**config.mk**
```make
export PLATFORM = sky130hd
export DESIGN_NAME = tri_setup
export DESIGN_NICKNAME = d
export VERILOG_FILES = /design/src/rtl/gfx_pkg.sv /design/src/rtl/bbox_clamp.sv /design/src/rtl/tri_setup.sv
export SDC_FILE = /design/constraint.sdc
export NUM_CORES = 2
export LEC_CHECK = 0
export ABC_CLOCK_PERIOD_IN_PS = 58800
export BUFFER_PORTS_ARGS = -buffer_cell sky130_fd_sc_hd__buf_2
export CAP_MARGIN = 10
export CELL_PAD_IN_SITES_DETAIL_PLACEMENT = 0
export CELL_PAD_IN_SITES_GLOBAL_PLACEMENT = 2
export CORE_AREA = 8 8 350 352
export CTS_CLUSTER_DIAMETER = 120
export DETAILED_ROUTE_END_ITERATION = 16
export DIE_AREA = 0 0 358 360
export GPL_TIMING_DRIVEN = 1
export PLACE_DENSITY = 0.87
export SYNTH_ARGS = -nofsm -noshare
export SYNTH_HDL_FRONTEND = slang
export SYNTH_SLANG_ARGS = --single-unit
```
**constraint.sdc**
```tcl
create_clock -name clk_in -period 58.8 [get_ports clk_in]
set_clock_uncertainty 0.1 [all_clocks]
set_input_delay 5.88 -clock clk_in [delete_from_list [all_inputs] [get_ports clk_in]]
set_output_delay 5.88 -clock clk_in [all_outputs]
set_load 0.02 [all_outputs]
```
**src/rtl/gfx_pkg.sv**
```systemverilog
// Shared fixed-point vertex types and helpers for the triangle setup path.
package gfx_pkg;

  localparam int unsigned FRAC_BITS = 4;
  localparam int unsigned AREA_W    = 35;

  localparam int unsigned VX = 0;
  localparam int unsigned VY = 1;
  localparam int unsigned VZ = 2;

  typedef logic signed [15:0]       vfixed_t;
  typedef vfixed_t [2:0]            vertex_t;
  typedef logic signed [16:0]       vdelta_t;
  typedef logic signed [33:0]       vprod_t;
  typedef logic signed [AREA_W-1:0] area_t;

  function automatic vdelta_t vsub(input vfixed_t a, input vfixed_t b);
    return vdelta_t'(a) - vdelta_t'(b);
  endfunction

  function automatic vfixed_t vmin3(input vfixed_t a, input vfixed_t b, input vfixed_t c);
    vfixed_t m;
    m = (a < b) ? a : b;
    return (c < m) ? c : m;
  endfunction

  function automatic vfixed_t vmax3(input vfixed_t a, input vfixed_t b, input vfixed_t c);
    vfixed_t m;
    m = (a > b) ? a : b;
    return (c > m) ? c : m;
  endfunction

endpackage

```
**src/rtl/bbox_clamp.sv**
```systemverilog
// One-axis bounding-box conversion: Q12.4 raw extent to clamped pixel range,
// plus a flag when the extent lies wholly outside the screen on this axis.
module bbox_clamp
  import gfx_pkg::*;
#(
  parameter int unsigned SCREEN_SIZE = 320,
  parameter int unsigned OUT_W       = $clog2(SCREEN_SIZE)
) (
  input  vfixed_t          raw_min,
  input  vfixed_t          raw_max,
  output logic [OUT_W-1:0] pix_min,
  output logic [OUT_W-1:0] pix_max,
  output logic             offscreen
);

  localparam int LIMIT     = int'(SCREEN_SIZE) - 1;
  localparam int RAW_LIMIT = int'(SCREEN_SIZE) << FRAC_BITS;

  // Arithmetic shift floors toward negative infinity before clamping.
  function automatic logic [OUT_W-1:0] clamp_pix(input vfixed_t raw);
    int pix;
    pix = int'(raw) >>> FRAC_BITS;
    if (pix < 0) return '0;
    if (pix > LIMIT) return OUT_W'(LIMIT);
    return OUT_W'(pix);
  endfunction

  always_comb begin
    pix_min   = clamp_pix(raw_min);
    pix_max   = clamp_pix(raw_max);
    offscreen = (raw_max < 0) || (int'(raw_min) >= RAW_LIMIT);
  end

endmodule

```
**src/rtl/tri_setup.sv**
```systemverilog
// Three-stage triangle setup: edge deltas, cross products and bbox, then
// signed area with cull decision. Culled triangles vanish without stalling.
module tri_setup
  import gfx_pkg::*;
#(
  parameter int unsigned MAX_COUNT     = 1024,
  parameter int unsigned SCREEN_W      = 320,
  parameter int unsigned SCREEN_H      = 180,
  parameter bit          CULL_BACKFACE = 1'b1,
  localparam int unsigned ID_W = $clog2(MAX_COUNT),
  localparam int unsigned XW   = $clog2(SCREEN_W),
  localparam int unsigned YW   = $clog2(SCREEN_H)
) (
  input  logic               clk_in,
  input  logic               rst_in,
  input  vertex_t [2:0]      tri_vertices_in,
  input  logic [ID_W-1:0]    tri_id_in,
  input  logic               tri_valid_in,
  output logic               tri_ready_out,
  output vertex_t [2:0]      tri_vertices_out,
  output logic [ID_W-1:0]    tri_id_out,
  output area_t              area_out,
  output logic [XW-1:0]      bbox_xmin_out,
  output logic [XW-1:0]      bbox_xmax_out,
  output logic [YW-1:0]      bbox_ymin_out,
  output logic [YW-1:0]      bbox_ymax_out,
  output logic               valid_out,
  input  logic               ready_in,
  output logic [15:0]        cull_count_out
);

  logic stall;
  logic advance;

  assign stall         = valid_out && !ready_in;
  assign advance       = !stall;
  assign tri_ready_out = advance;

  logic            s1_valid;
  logic [ID_W-1:0] s1_id;
  vertex_t [2:0]   s1_vtx;
  vdelta_t         s1_dx1, s1_dy1, s1_dx2, s1_dy2;
  vfixed_t         s1_xmin, s1_xmax, s1_ymin, s1_ymax;

  logic            s2_valid;
  logic [ID_W-1:0] s2_id;
  vertex_t [2:0]   s2_vtx;
  vprod_t          s2_p1, s2_p2;
  logic [XW-1:0]   s2_xmin, s2_xmax;
  logic [YW-1:0]   s2_ymin, s2_ymax;
  logic            s2_offscreen;

  logic [XW-1:0]   bx_min, bx_max;
  logic [YW-1:0]   by_min, by_max;
  logic            off_x, off_y;

  area_t           area;
  logic            cull;

  bbox_clamp #(.SCREEN_SIZE(SCREEN_W), .OUT_W(XW)) u_clamp_x (
    .raw_min   (s1_xmin),
    .raw_max   (s1_xmax),
    .pix_min   (bx_min),
    .pix_max   (bx_max),
    .offscreen (off_x)
  );

  bbox_clamp #(.SCREEN_SIZE(SCREEN_H), .OUT_W(YW)) u_clamp_y (
    .raw_min   (s1_ymin),
    .raw_max   (s1_ymax),
    .pix_min   (by_min),
    .pix_max   (by_max),
    .offscreen (off_y)
  );

  always_comb begin
    area = area_t'(s2_p1) - area_t'(s2_p2);
    cull = (area == '0) || s2_offscreen || (CULL_BACKFACE && (area < 0));
  end

  // Control path: the whole pipe freezes on stall, including bubbles.
  always_ff @(posedge clk_in or negedge rst_in) begin
    if (!rst_in) begin
      s1_valid       <= 1'b0;
      s2_valid       <= 1'b0;
      valid_out      <= 1'b0;
      cull_count_out <= '0;
    end else if (advance) begin
      s1_valid  <= tri_valid_in;
      s2_valid  <= s1_valid;
      valid_out <= s2_valid && !cull;
      if (s2_valid && cull && (cull_count_out != '1))
        cull_count_out <= cull_count_out + 16'd1;
    end
  end

  always_ff @(posedge clk_in) begin
    if (advance) begin
      s1_id   <= tri_id_in;
      s1_vtx  <= tri_vertices_in;
      s1_dx1  <= vsub(tri_vertices_in[1][VX], tri_vertices_in[0][VX]);
      s1_dy1  <= vsub(tri_vertices_in[1][VY], tri_vertices_in[0][VY]);
      s1_dx2  <= vsub(tri_vertices_in[2][VX], tri_vertices_in[0][VX]);
      s1_dy2  <= vsub(tri_vertices_in[2][VY], tri_vertices_in[0][VY]);
      s1_xmin <= vmin3(tri_vertices_in[0][VX], tri_vertices_in[1][VX], tri_vertices_in[2][VX]);
      s1_xmax <= vmax3(tri_vertices_in[0][VX], tri_vertices_in[1][VX], tri_vertices_in[2][VX]);
      s1_ymin <= vmin3(tri_vertices_in[0][VY], tri_vertices_in[1][VY], tri_vertices_in[2][VY]);
      s1_ymax <= vmax3(tri_vertices_in[0][VY], tri_vertices_in[1][VY], tri_vertices_in[2][VY]);

      s2_id        <= s1_id;
      s2_vtx       <= s1_vtx;
      s2_p1        <= s1_dx1 * s1_dy2;
      s2_p2        <= s1_dx2 * s1_dy1;
      s2_xmin      <= bx_min;
      s2_xmax      <= bx_max;
      s2_ymin      <= by_min;
      s2_ymax      <= by_max;
      s2_offscreen <= off_x || off_y;

      tri_id_out       <= s2_id;
      tri_vertices_out <= s2_vtx;
      area_out         <= area;
      bbox_xmin_out    <= s2_xmin;
      bbox_xmax_out    <= s2_xmax;
      bbox_ymin_out    <= s2_ymin;
      bbox_ymax_out    <= s2_ymax;
    end
  end

endmodule

```
== Yosys cells after proc, flatten, opt, wreduce, memory -nomap -nowiden ==
Cells that the tools add are included.
W data, S select, Z words.

* Bits in registers: 785
* Input bits: 158
* Output and inout bits: 241
* Logic and storage cells: 135

* $add $sub $neg: 6
* Multiply operators: 2
* $lt $le $gt $ge: 21
* Eq/ne operators: 1
* Multiplexer cells: 36
* Bitwise operators: 1
* Reduce and logical (&&, ||, !) cells: 14

{| class="wikitable"
|+ Operators with widths
! kind !! number
|-
| $mux W16 || 8
|-
| $mux W9 || 8
|-
| $mul A17 B17 Y34 || 2
|-
| $sub A16 B16 Y17 || 4
|-
| $gt A16 B16 Y1 || 4
|-
| $lt A16 B16 Y1 || 4
|-
| $mux W8 || 8
|-
| $lt A12 B1 Y1 const B || 4
|-
| $logic_not A35 Y1 || 1
|-
| $lt A35 B1 Y1 const B || 1
|-
| $sub A34 B34 Y35 || 1
|-
| $lt A16 B1 Y1 const B || 2
|-
| $gt A12 B10 Y1 const B || 2
|-
| $gt A12 B9 Y1 const B || 2
|-
| $add A16 B1 Y16 const B || 1
|-
| $ge A16 B13 Y1 const B || 1
|-
| $ge A16 B14 Y1 const B || 1
|-
| $ne A16 B16 Y1 const B || 1
|-
| $mux W1 || 12
|-
| $logic_or A1 B1 Y1 || 5
|-
| $logic_and A1 B1 Y1 || 4
|-
| $logic_not A1 Y1 || 3
|-
| $reduce_and A2 Y1 || 1
|-
| $not A1 Y1 || 1
|}

== Logic depth before layout (Yosys ltp) ==
* Depth after elaboration: 7
* Gate-level depth with buffers: 27
* Gate-level depth less buffers: 26

== By module ==
From an unflattened synthesis, not the netlist that was laid out.

* Cells, all modules: 4434
* Area, all modules: 53896.7 sq um

{| class="wikitable"
|+ By module, submodules not included
! module !! times used !! cells each !! area an instance (sq um) !! seq. area each (sq um)
|-
| tri_setup || 1 || 4350 || 53377.4 || 23477.5
|-
| bbox_clamp at u_clamp_x || 1 || 43 || 264.0 || 0.0
|-
| bbox_clamp at u_clamp_y || 1 || 41 || 255.2 || 0.0
|}

== Least setup slack after synthesis ==
No wires, ideal clock.

* Path type: input port to output port
* Start point: in ready_in
* End point: out tri_ready_out
* Data arrival time: 23.933 ns
* Required time: 52.820 ns
* Setup slack: 28.887 ns
* Stages on the path: 1
* Buffers on the path: 0
* Path through: nand2b_1

* Word-level cells in the longest chain between the ends: 3

{| class="wikitable"
|+ Ends and longest elaborated chain
! what !! RTL line !! source
|-
| from (decl) || tri_setup.sv:28 || <nowiki>input logic ready_in,</nowiki>
|-
| $logic_not A1 Y1 || tri_setup.sv:35 || <nowiki>assign stall = valid_out && !ready_in;</nowiki>
|-
| $logic_and A1 B1 Y1 || tri_setup.sv:35 ||
|-
| $logic_not A1 Y1 || tri_setup.sv:36 || <nowiki>assign advance = !stall;</nowiki>
|-
| to (decl) || tri_setup.sv:19 || <nowiki>output logic tri_ready_out,</nowiki>
|}

Every way passes these cells.

== Worst setup path in the final report ==
Ends and elaborated chain as after synthesis.

==> reports/metrics.yaml <==
fillers: 10400
timing.fmax_mhz: 79.4
ant_nets: 0
final_util_pct: 51.0
wl_per_cell_um: 20.2
relSlewSlack_pct: 27.5
drc: 0
synth_seq_cells: 769
synth_fa_ha_area_share_pct: 30.2
design_area_um2: 59700
slew_viol_final: 0
regToRegSetupSlack_ns: 51.11
grt_usage_pct: 20.2
crit_path_end_kind: "output pin"
critical_path_arrival_ns: 6.61
crit_path_frequent_cell: "buf_2"
hold_ws_ns: 0.308
ios: 399
routed_via_density: 5.10
r2r_start: "s1_dx2[10]$_DFFE_PN_"
drt-total-wl_um: 131000
syn-instance-count: 4474
hold_path_end: "s2_vtx[40]$_DFFE_PN_"
hold_buffers: 0
die_h_um: 360
cp_max_fo: 15
tightestPinTransition_ns: 1.09
dpl_cell_area_um2: 56900
synthMuxAreaShare_pct: 0.934
root_buffer: "clkbuf_16"
min_path_type: "reg2reg"
r2r_cells: 20
coreArea_um2: 117000
rsz0062_at_grt: "false"
io_buffers: 398
yosys.area_share.simple_pct: 10.7
cp_slowest_cell: "nand2b_4"
clk_pin_slew_worst_paths_ns: 0.06
rows: 126
nets: 5941
synth_top_family_by_area: "adder cells"
crit_chain: "buf_2, nand2b_4, buf_2"
cts_tree: "built"
layout_min_cycle_time_ns: 12.59
yosys_warnings: 0
grt_pass1_vias: 34300
post-cts-setup-buffers: 0
cts.path.max_buffers: 3
start_util_pct: 45.6
die_width_um: 358
path_buf_inv: 2
yosysSeqAreaShare_pct: 43.1
dpl.hpwl_um: 102000
synthArstFlopShare_pct: 2.47
cp_top_family: "simple AND/OR/NAND/NOR gates"
required_ns: 52.82
die_area_um2: 129000
antenna_found_initial: 4
cts.sinks: 769
area_delta_synth_final_pct: 12.0
cts_resized: 0
finalCritPeriodShare_pct: 21.4
grt_max_degree: 89
maxCapViolCount: 0
final.setup.tns_ns: 0
layout_common_cells: "inv_1 (791), edfxtp_1 (750), fa_1 (597)"
syn_nets: 5562
layout_commonest_cell: "inv_1"
grt_pass1_wl_um: 202000
hold_path_startpoint: "s1_vtx[40]$_DFFE_PN_"
met2_length_um: 61200
hold_viol_final: 0
critPathMaxStageDelay_ns: 0.37
worstSkewPairLatency_ns: 0.67
seqCellArea_um2: 23000
worstHoldPathCells: 0
multi_input_area_um2: 26900
synth_xor_area_share_pct: 2.25
first_pass_iters: 5
syn_area_um2: 53300
synth_area_per_cell_um2: 11.9
setup_viol: 0
synth.distinct_cells: 74
status: "finished clean"
cp-start-kind: "primary input"
ctsHtreeMaxLevel: 3
timing.rr.end: "s2_p2[32]$_DFFE_PN_"
wl_met3_um: 8150
synth_enable_flop_cells: 750
via_count: 32900
drt_iter0_markers: 2105
drive_gt1_share_pct: 11.6
wl_met1_um: 59100
ys.flop_type: "edfxtp_1"
crit_type: "in2out"
n_antenna_cell: 0
grt_overflow: 0
synth_compound_area_share_pct: 6.29
cts_made_buffers: 81
gp_congestion: 0.883
top_layer: "met4"
## cells in the mapped netlist, types with 20 or more instances
library cell	instances	area share (%)
nand3_1	39	0.37
xnor2_1	101	1.7
and2_1	308	3.6
nor2_1	245	1.7
nor2b_1	32	0.38
clkbuf_1	116	0.82
o21ai_0	101	0.95
a21oi_1	167	1.6
nor3_1	47	0.44
ha_1	333	7.8
fa_1	597	22
edfxtp_1	750	42
nand2b_1	35	0.41
o21a_1	20	0.28
a21o_1	62	0.87
a21boi_0	24	0.34
xor2_1	36	0.59
mux2i_1	43	0.81
inv_1	791	5.6
nand2_1	337	2.4
## logic make-up (layout without fill, tap and decap cells)
kind of cell,Yosys count,in the layout
and+or+nand+nor,1153,1153
DFF,769,769
adders and majority gates,930,930
muxes,49,49
buffers and inverters,911,1358
xor gates and xnor gates,137,137
AOI/OAI and AO/OA,525,525
## routing by layer
layer	global-route usage (%)	vias to the layer above
met2	32.7	852
met3	4.18	131
li1	-	15500
met5	0	-
met4	3.90	0
met1	28.3	16400
## through the flow
stage               setup slack, ns  cells
finish                        46.21   6457
global route                  46.13   6457
CTS                           46.16   6457
detailed placement            46.16   6306
global placement              46.17   6306
floorplan                     28.89   4474
## flip-flops by register name (all words and copies together) (netlist names), 10 cells and up
register / flops
s1_dy2: 17
area_out: 35
s2_vtx: 144
s1_ymin: 12
cull_count_out: 16
tri_id_out: 10
s1_xmax: 12
s1_dy1: 17
s2_id: 10
s2_p2: 34
s2_p1: 34
s1_id: 10
s1_dx1: 17
s1_ymax: 12
tri_vertices_out: 144
s1_vtx: 144
s1_xmin: 12
s1_dx2: 17
## worst max path at each step
stage	start	to	slack, ns	depth (start not counted)
floorplan	ready_in	tri_ready_out	28.89	1
global placement	ready_in	tri_ready_out	46.17	3
detailed placement	ready_in	tri_ready_out	46.16	3
CTS	ready_in	tri_ready_out	46.16	3
global route	ready_in	tri_ready_out	46.13	3
finish	ready_in	tri_ready_out	46.21	3
## cell type report
class                      instances  share of cell area, %
inverter                         792                   4.98
sequential                       769                   38.5
tap                             1536                   3.22
clock inverter                    59                   1.12
clock buffer                      92                   3.52
multi-input combinational       2794                   45.1
timing repair buffer             415                   3.55
Power is not shown: default switching activity piles up to over one toggle a cycle in this logic, so the estimate is an artifact.
